## config.mk

```make
export PLATFORM = sky130hd
export DESIGN_NAME = mem_arbiter
export DESIGN_NICKNAME = d
export VERILOG_FILES = /design/src/rtl/mem_arbiter.sv
export SDC_FILE = /design/constraint.sdc
export NUM_CORES = 1
export LEC_CHECK = 0
export ABC_AREA = 1
export CORE_AREA = 2 2 639 641
export DETAILED_ROUTE_END_ITERATION = 10
export DIE_AREA = 0 0 641 643
export HOLD_SLACK_MARGIN = 0.15
export PLACE_DENSITY = 0.3
export REMOVE_ABC_BUFFERS = 1
export SYNTH_ARGS = -nofsm -noshare
export SYNTH_HDL_FRONTEND = slang
export SYNTH_SLANG_ARGS = --single-unit
```

## constraint.sdc

```tcl
create_clock -name clk_i -period 1.5 [get_ports clk_i]
set_input_delay 0.225 -clock clk_i [delete_from_list [all_inputs] [get_ports clk_i]]
set_output_delay 0.225 -clock clk_i [all_outputs]
set_load 0.02 [all_outputs]
```

## src/rtl/mem_arbiter.sv

```systemverilog
// Purpose : round-robin arbiter sharing one line-wide memory port between the I-cache (port 0) and D-cache (port 1).
// Latency : a request sampled at edge N drives mem_enable_o after edge N; the ack is forwarded combinationally in the mem_ack_i cycle.
// Backpr. : one transaction in flight; the loser holds its enable until granted; at least one IDLE cycle separates transactions.
//
// Ports:
//   clk_i, rst_i                 clock (rising edge), asynchronous active-low reset
//   pX_enable_i/write_i/addr_i/data_i   requester X line request (enable held until pX_ack_o)
//   pX_data_o, pX_ack_o          read data and 1-cycle done pulse to requester X
//   mem_enable_o/write_o/addr_o/data_o  registered request to memory, held until mem_ack_i
//   mem_data_i, mem_ack_i        memory read data and done pulse
//   err_o                        sticky flag: a grant waited TIMEOUT_CYC cycles without mem_ack_i
module mem_arbiter #(
    parameter int ADDR_W      = 32,
    parameter int LINE_W      = 256,
    parameter int TIMEOUT_CYC = 64
) (
    input  logic              clk_i,
    input  logic              rst_i,

    input  logic              p0_enable_i,
    input  logic              p0_write_i,
    input  logic [ADDR_W-1:0] p0_addr_i,
    input  logic [LINE_W-1:0] p0_data_i,
    output logic [LINE_W-1:0] p0_data_o,
    output logic              p0_ack_o,

    input  logic              p1_enable_i,
    input  logic              p1_write_i,
    input  logic [ADDR_W-1:0] p1_addr_i,
    input  logic [LINE_W-1:0] p1_data_i,
    output logic [LINE_W-1:0] p1_data_o,
    output logic              p1_ack_o,

    output logic              mem_enable_o,
    output logic              mem_write_o,
    output logic [ADDR_W-1:0] mem_addr_o,
    output logic [LINE_W-1:0] mem_data_o,
    input  logic [LINE_W-1:0] mem_data_i,
    input  logic              mem_ack_i,

    output logic              err_o
);

    localparam int               CNT_W   = $clog2(TIMEOUT_CYC + 1);
    localparam logic [CNT_W-1:0] CNT_MAX = CNT_W'(TIMEOUT_CYC);

    typedef enum logic [1:0] {
        IDLE   = 2'd0,
        GRANT0 = 2'd1,
        GRANT1 = 2'd2
    } state_t;

    state_t            state;
    logic              last_grant;  // port served most recently; the other port wins a tie
    logic              aborted;     // granted requester dropped enable; its ack is withheld
    logic [CNT_W-1:0]  cnt;
    logic              cur_enable;

    always_comb begin
        cur_enable = (state == GRANT1) ? p1_enable_i : p0_enable_i;
    end

    // The enable term also covers a drop in the very cycle the memory acks.
    assign p0_ack_o  = (state == GRANT0) && mem_ack_i && p0_enable_i && !aborted;
    assign p1_ack_o  = (state == GRANT1) && mem_ack_i && p1_enable_i && !aborted;
    assign p0_data_o = mem_data_i;
    assign p1_data_o = mem_data_i;

    always_ff @(posedge clk_i or negedge rst_i) begin
        if (!rst_i) begin
            state        <= IDLE;
            last_grant   <= 1'b1;
            aborted      <= 1'b0;
            cnt          <= '0;
            err_o        <= 1'b0;
            mem_enable_o <= 1'b0;
            mem_write_o  <= 1'b0;
            mem_addr_o   <= '0;
            mem_data_o   <= '0;
        end else begin
            case (state)
                IDLE: begin
                    aborted <= 1'b0;
                    // Port 0 wins when alone, or on a tie when port 1 was served last.
                    if (p0_enable_i && (!p1_enable_i || last_grant)) begin
                        state        <= GRANT0;
                        last_grant   <= 1'b0;
                        cnt          <= '0;
                        mem_enable_o <= 1'b1;
                        mem_write_o  <= p0_write_i;
                        mem_addr_o   <= p0_addr_i;
                        mem_data_o   <= p0_data_i;
                    end else if (p1_enable_i) begin
                        state        <= GRANT1;
                        last_grant   <= 1'b1;
                        cnt          <= '0;
                        mem_enable_o <= 1'b1;
                        mem_write_o  <= p1_write_i;
                        mem_addr_o   <= p1_addr_i;
                        mem_data_o   <= p1_data_i;
                    end
                end
                GRANT0, GRANT1: begin
                    if (mem_ack_i) begin
                        state        <= IDLE;
                        aborted      <= 1'b0;
                        mem_enable_o <= 1'b0;
                        mem_write_o  <= 1'b0;
                    end else begin
                        if (!cur_enable) begin
                            aborted <= 1'b1;
                        end
                        if (cnt != CNT_MAX) begin
                            cnt <= cnt + 1'b1;
                        end
                        // Flag on the edge where the count reaches the limit; never cleared here.
                        if (cnt == CNT_MAX - 1'b1) begin
                            err_o <= 1'b1;
                        end
                    end
                end
                default: begin
                    state        <= IDLE;
                    mem_enable_o <= 1'b0;
                    mem_write_o  <= 1'b0;
                end
            endcase
        end
    end

endmodule

```

==> results of run 1 <==
per-layer routing:
metal,track usage (%),up-vias,part of all wire (%)
li1,-,8940,-
met1,11.8,10941,24
met2,25.7,3172,41
met3,24.7,412,28
met4,5.70,146,4.0
met5,18.1,-,2.8
path summary, 6_finish.rpt:
kind	depth (start not counted)	slack, ns	startpoint	to
worst max-delay path	7	-0.54	state[0]	p1_ack_o
worst min-delay path	3	0.18	p0_addr_i[25]	mem_addr_o[25]
worst max register to register	12	-0.46	last_grant	mem_data_o[103]
worst min register to register	2	0.52	mem_data_o[25]	mem_data_o[25]
max in group asynchronous	5	0.07	rst_i	mem_data_o[39]
min in group asynchronous	4	0.74	rst_i	mem_data_o[66]
cells in the mapped netlist, drive strengths merged:
cell type  instances
a22oi              1
buf              612
nor3               2
nand2            334
ha                 5
nand3             10
inv              307
o21ai            297
dfrtp            301
clkbuf            29
o211ai             1
dfstp              1
a31o               1
a21oi            291
nand3b             1
nor2             301
logic make-up after synthesis:
kind of cell             after synthesis  share of synthesized area [%]
AND/OR/NAND/NOR                      648                           13.1
AO/OA/AOI/OAI                        591                           15.8
buffers and inverters                948                           30.4
adder cells (fa/ha/maj)                5                          0.334
flip-flops                           302                           40.3
power groups by stage:
stage          clock (mW)  sequential [mW]  combinational [mW]
6_report             12.0             15.6                41.6
5_1_grt              12.7             16.1                43.8
4_1_cts              12.5             15.2                34.1
3_5_place_dp            0             14.7                30.7
3_3_place_gp            0             14.6                30.7
2_1_floorplan           0             13.0                3.79
area by class of cell:
type	instances	area, um2
antenna	31	77.6
clock buffer	70	1380
clock inverter	13	175
fill	47118	365000
inverter	307	1150
multi-input combinational	1244	6450
sequential	302	7560
tap	5428	6790
timing repair buffer	1402	16200
repair_timing:
item | CTS | global route
hold endpoints to repair | 450 | 0
pin swaps | 6 | 10
cloned | 6 | 66
hold buffers | 215 | 0
setup buffers | 36 | 35
setup endpoints to repair | 593 | 579
gates resized for setup | 1462 | 440
sequential cells by signal, summed over array words and instances, names as in the netlist:
signal,cells
mem_addr_o,32
last_grant,1
aborted,1
mem_write_o,1
err_o,1
mem_data_o,256
state,2
cnt,7
mem_enable_o,1
worst min-delay path, delay by kind of cell:
| family | cells | cell delay [ns] |
|---|---|---|
| buffers and inverters | 1 | 0.42 |
| AO/OA/AOI/OAI | 2 | 0.21 |
through the flow:
step	std cells	hold slack [ns]	worst slack [ns]	util, %	power, mW
after floorplan	1853	-0.0706	-21.26	-	16.8
after global placement	8333	0.129	-1.26	7.97	45.4
after detailed placement	8333	0.136	-1.22	7.97	45.5
after CTS	8673	0.150	-0.712	9.12	61.8
after global routing	8778	0.190	-0.660	9.82	72.6
final	8797	0.184	-0.538	9.83	69.2
==> impl_summary.log, run 1 <==
INFO  metric yosysSeqAreaShare = 40.3%
INFO  metric rsz0062_at_grt = yes
INFO  metric critical_path_peak_fanout = 2
INFO  metric cell_area_placed = 0.0323 mm2
INFO  metric maxClockFrequency = 0.491 GHz
INFO  metric fp-row-count = 234
INFO  metric cts_tree = yes
INFO  metric postSynthRegisterBits = 302
INFO  metric ws_path_type = reg2out
INFO  metric ant_nets = 0
INFO  metric type_of_element_capturing_the_critical_path = primary output
INFO  metric cap_violations = 0
INFO  metric grt_start_max_net_pins = 70
INFO  metric num-nets-final = 4148
INFO  metric clock_power_share = 17.3%
INFO  metric p_leak = 15.5 nW
INFO  metric grt_first_pass_wirelength = 426000 um
INFO  metric drive_gt1_share = 25.3%
INFO  metric root_buffer = sky130_fd_sc_hd__clkbuf_16
INFO  metric final_hold_viol_count = 0
INFO  metric clock_path_buffers = 3
INFO  metric chipWidth = 641 um
INFO  metric ys_types = 21
INFO  metric core_region_area = 0.405 mm2
INFO  metric most-common-layout-cells = sky130_fd_sc_hd__clkdlybuf4s50_1 (595), sky130_fd_sc_hd__nand2_1 (330), sky130_fd_sc_hd__inv_1 (303)
INFO  metric flow.area_growth_from_synthesis = 113%
INFO  metric violations_in_the_final_reports = setup timing
INFO  metric critPathRequiredTime = 1.27 ns
INFO  metric seqPwrFrac = 22.6%
INFO  metric hpwl_detailed = 335000 um
INFO  metric drt_wirelength = 392000 um
INFO  metric grt_pass1_vias = 20.4k
INFO  metric power_density = 1740 mW/mm2
INFO  metric routed-via-count = 23.6k
INFO  metric critPathSlowestCell = sky130_fd_sc_hd__dfrtp_1
INFO  metric worst_setup_path_start_kind = flip-flop
INFO  metric post_synth_inst_count = 2494
INFO  metric vdd_ir_drop_max = 0.789 mV
INFO  metric cts_sinks = 302
INFO  metric gp_routability_congestion = 1.07
INFO  metric finClkSkew = 0.0350 ns
INFO  metric final.setup.tns = -107.21 ns
INFO  metric tightestPinTransition = 0.494 ns
INFO  metric synth_largest_area_cell = sky130_fd_sc_hd__dfrtp_1
INFO  metric grtUsageTotal = 17.9%
INFO  metric clk_transition_reported_paths = 0.06 ns
INFO  metric timing_max_transition_violations_final = 0
INFO  metric drc = 0
INFO  metric clock_latency = 0.70 ns
INFO  metric period_minus_slack = 2.04 ns
INFO  metric grt.overflow.total = 0
INFO  metric drt-wirelength-per-cell = 44.5 um
INFO  metric max_slew_margin = 66.7%
INFO  metric syn_area = 0.0187 mm2
INFO  metric power_frac_comb = 60.1%
INFO  metric syn_area_per_cell = 7.52 um2
INFO  metric crit_chain = inv_2 -> buf_6 -> ha_4 -> nand2_4 -> nor3_2 -> buf_4 -> buf_12
INFO  metric layout_worst_path_cycle_share = 136%
INFO  metric layout_commonest_cell = sky130_fd_sc_hd__clkdlybuf4s50_1
INFO  metric critPathMaxStageDelay = 0.39 ns
INFO  metric power.switching_fraction = 43.6%
INFO  metric die_y = 643 um
INFO  metric yosysWarningCount = 0
INFO  metric critical_path_buf_inv_count = 4
INFO  metric viasPerCell = 2.68
INFO  metric grt_antenna_before_repair = 113
INFO  metric synth.area.top_cells = sky130_fd_sc_hd__dfrtp_1 (40%), sky130_fd_sc_hd__buf_4 (21%), sky130_fd_sc_hd__o21ai_0 (7.9%)
INFO  metric p_int = 39.0 mW
INFO  metric h-tree-depth = 2
INFO  metric io_pins = 1644
INFO  metric stdcell_area = 0.0398 mm2
INFO  metric cts_made_buffers = 47
INFO  metric dieArea = 0.412 mm2
INFO  metric timing.final.setup_violations = 389
INFO  metric first_pass_iters = 6
INFO  metric critical-path-top-delay-family = buffers and inverters
INFO  metric start_util = 4.63%
INFO  metric hold_path.class = in2reg
INFO  metric initialDrtViolationCount = 2137
INFO  metric setup_ws = -0.538 ns
INFO  metric run_status = finished, violations left
INFO  metric synth_largest_type_area_fraction = 40.2%
INFO  metric worst-endpoint-arrival = 1.81 ns
INFO  metric switchingPower = 30.2 mW
INFO  metric buffer_ports.inserted = 875
Power figures use the tool's default switching activity.
==> inputs of run 2 (changes only) <==
Settings changed: CTS_BUF_LIST set to sky130_fd_sc_hd__clkbuf_16, PLACE_DENSITY 0.3 to not set, SETUP_SLACK_MARGIN set to 0.05.
==> impl_summary.log, run 2 (synthesized netlist as in run 1, its figures left out) <==
INFO  metric run_status = finished, violations left
INFO  metric violations_in_the_final_reports = setup timing
INFO  metric cts_made_buffers = 47 (unchanged)
INFO  metric regToRegSetupSlack = -0.46 ns (about the same)
INFO  metric clock_latency = 0.73 ns (+0.03 ns)
INFO  metric most-common-layout-cells = sky130_fd_sc_hd__clkdlybuf4s50_1 (669), sky130_fd_sc_hd__nand2_1 (327), sky130_fd_sc_hd__inv_1 (307)
INFO  metric crit-reg2reg-capture = mem_data_o[249]
INFO  metric grt_first_pass_wirelength = 460000 um (+7.8%)
INFO  metric grtUsageTotal = 19.5% (+1.7 points)
INFO  metric final_hold_viol_count = 0 (unchanged)
INFO  metric worst_r2r_startpoint = last_grant
INFO  metric reg_with_most_ffs = mem_data_o
INFO  metric maxClockFrequency = 0.485 GHz (-1.3%)
INFO  metric layout_worst_path_cycle_share = 138% (+1.8 points)
INFO  metric hpwl_detailed = 369000 um (+10%)
INFO  metric finClkSkew = 0.0663 ns (+0.0313 ns)
INFO  metric start_util = 4.63% (unchanged)
INFO  metric critPathMaxStageDelay = 0.39 ns (about the same)
INFO  metric h-tree-depth = 2 (unchanged)
INFO  metric hold_path.class = in2reg
INFO  metric finish.cell_count_without_fillers = 8807 (+0.11%)
INFO  metric tightestPinTransition = 0.521 ns (+0.0270 ns)
INFO  metric worst_setup_path_start_kind = flip-flop
INFO  metric first_pass_iters = 5 (-1)
INFO  metric io_pins = 1644 (unchanged)
INFO  metric gp_routability_congestion = 1.08 (+0.95%)
INFO  metric max_slew_margin = 65.2% (-1.6 points)
INFO  metric rsz0062_at_grt = yes
INFO  metric initialDrtViolationCount = 2447 (+15%)
INFO  metric reg.largest.list = mem_data_o x256, mem_addr_o x32, cnt x7
INFO  metric flow.area_growth_from_synthesis = 109%
INFO  metric grt_pass1_vias = 20.2k (-0.83%)
INFO  metric cts_sinks = 302 (unchanged)
INFO  metric ant_nets = 0 (unchanged)
INFO  metric worst_r2r_path_depth = 10 (-2)
INFO  metric type_of_element_capturing_the_critical_path = primary output
INFO  metric place_inst = 8319 (-0.17%)
INFO  metric crit_chain = inv_2 -> buf_6 -> ha_4 -> nand2_4 -> nor3_2 -> buf_4 -> buf_12
INFO  metric setup_ws = -0.564 ns (-0.0264 ns)
INFO  metric critPathSlowestCell = sky130_fd_sc_hd__dfrtp_1
INFO  metric critPathRequiredTime = 1.27 ns (about the same)
INFO  metric clock_path_buffers = 3 (unchanged)
INFO  metric p_leak = 15.3 nW (-1.3%)
INFO  metric finalCoreUtilization = 9.65% (-0.18 points)
INFO  metric post-place-ws = -0.803 ns (+0.421 ns)
INFO  metric period_minus_slack = 2.06 ns (+0.0264 ns)
INFO  metric vdd_ir_drop_max = 1.06 mV (+34%)
INFO  metric min_to = mem_data_o[5]
INFO  metric clk_transition_reported_paths = 0.06 ns (about the same)
INFO  metric core_region_area = 0.405 mm2 (unchanged)
INFO  metric dieArea = 0.412 mm2 (unchanged)
INFO  metric cts_tree = yes
INFO  metric num-nets-final = 4136 (-0.29%)
INFO  metric ws_path_type = reg2out
INFO  metric drc = 0 (unchanged)
INFO  metric largest_register_ff_count = 256 (unchanged)
INFO  metric drt-wirelength-per-cell = 48.1 um (+8.1%)
INFO  metric grt_start_max_net_pins = 66 (-5.7%)
INFO  metric timing_max_transition_violations_final = 0 (unchanged)
INFO  metric chipWidth = 641 um (unchanged)
INFO  metric power_density = 1780 mW/mm2 (+2.7%)
INFO  metric worst-endpoint-arrival = 1.84 ns (+0.03 ns)
INFO  metric drive_gt1_share = 17.6% (-7.7 points)
INFO  metric die_y = 643 um (unchanged)
INFO  metric grt.overflow.total = 0 (unchanged)
INFO  metric viasPerCell = 2.75 (+2.4%)
INFO  metric grt_antenna_before_repair = 214 (+89%)
INFO  metric fp-row-count = 234 (unchanged)
INFO  metric critical_path_peak_fanout = 2 (unchanged)
INFO  metric buffer_ports.inserted = 875 (unchanged)
INFO  metric min-delay-start = p0_data_i[5]
INFO  metric layout_commonest_cell = sky130_fd_sc_hd__clkdlybuf4s50_1
INFO  metric routed-via-count = 24.2k (+2.5%)
INFO  metric timing.final.setup_violations = 494 (+27%)
INFO  metric cap_violations = 0 (unchanged)
INFO  metric whs_path_depth = 3 (unchanged)
INFO  metric root_buffer = sky130_fd_sc_hd__clkbuf_16
INFO  metric drt_wirelength = 424000 um (+8.2%)
[run 2: how the worst max path moves through the flow]
| stage | from | end | cells past startpoint |
|---|---|---|---|
| floorplan | last_grant | last_grant | 5 |
| global placement | p1_enable_i | mem_data_o[235] | 8 |
| detailed placement | p1_enable_i | mem_data_o[235] | 8 |
| CTS | state[0] | p1_ack_o | 7 |
| global route | state[0] | p1_ack_o | 7 |
| finish | state[0] | p1_ack_o | 7 |
[run 2: worst max-delay path, delay by kind of cell (launching register included)]
kind	cells	cell delay (ns)
buffers and inverters	4	0.43
DFF	1	0.39
and+or+nand+nor	2	0.17
adders and majority gates	1	0.13
[run 2: per-stage QoR]
| stage | setup TNS (ns) | hold WS [ns] | cell area (um2) | power (mW) |
|---|---|---|---|---|
| 2_1_floorplan | -6203.00 | -0.0706 | 14200 | 16.8 |
| 3_3_place_gp | -195.22 | 0.204 | 32400 | 48.9 |
| 3_5_place_dp | -197.91 | 0.207 | 32400 | 49.1 |
| 4_1_cts | -216.40 | 0.150 | 37700 | 66.9 |
| 5_1_grt | -186.64 | 0.187 | 39100 | 73.0 |
| 6_report | -137.54 | 0.170 | 39100 | 69.8 |
[run 2: final cells by class]
cell class                      instances  area [um2]
Clock inverter                         37         434
Multi-Input combinational cell       1244        5660
Timing Repair Buffer                 1390       16200
Antenna cell                           51         128
Clock buffer                           48        1200
Inverter                              307        1150
Tap cell                             5428        6790
Sequential cell                       302        7560
Fill cell                           47048      366000
[run 2: what timing repair did]
item / 4_1_cts / 5_1_grt
gates cloned: 16 / 45
hold buffers: 246 / 0
buffers inserted: 38 / 13
hold endpoints to repair: 473 / 0
resized for setup: 586 / 152
pin swaps: 5 / 14
endpoints found under the setup margin: 593 / 597
[run 2: where the power goes]
group	leakage (nW)	internal [mW]	switching, mW	total, mW
Sequential	3.31	12.0	3.13	15.2
Clock	0.810	7.09	5.34	12.4
Combinational	11.2	20.1	22.1	42.2
Total	15.3	39.3	30.5	69.8
[run 2: routing by layer]
| layer | track usage, % | up-vias | wire length [um] |
|---|---|---|---|
| met5 | 18.2 | - | 11600 |
| met4 | 5.69 | 267 | 16700 |
| met3 | 27.7 | 737 | 122000 |
| met2 | 28.5 | 3448 | 173000 |
| met1 | 12.5 | 10804 | 99800 |
| li1 | - | 8938 | - |
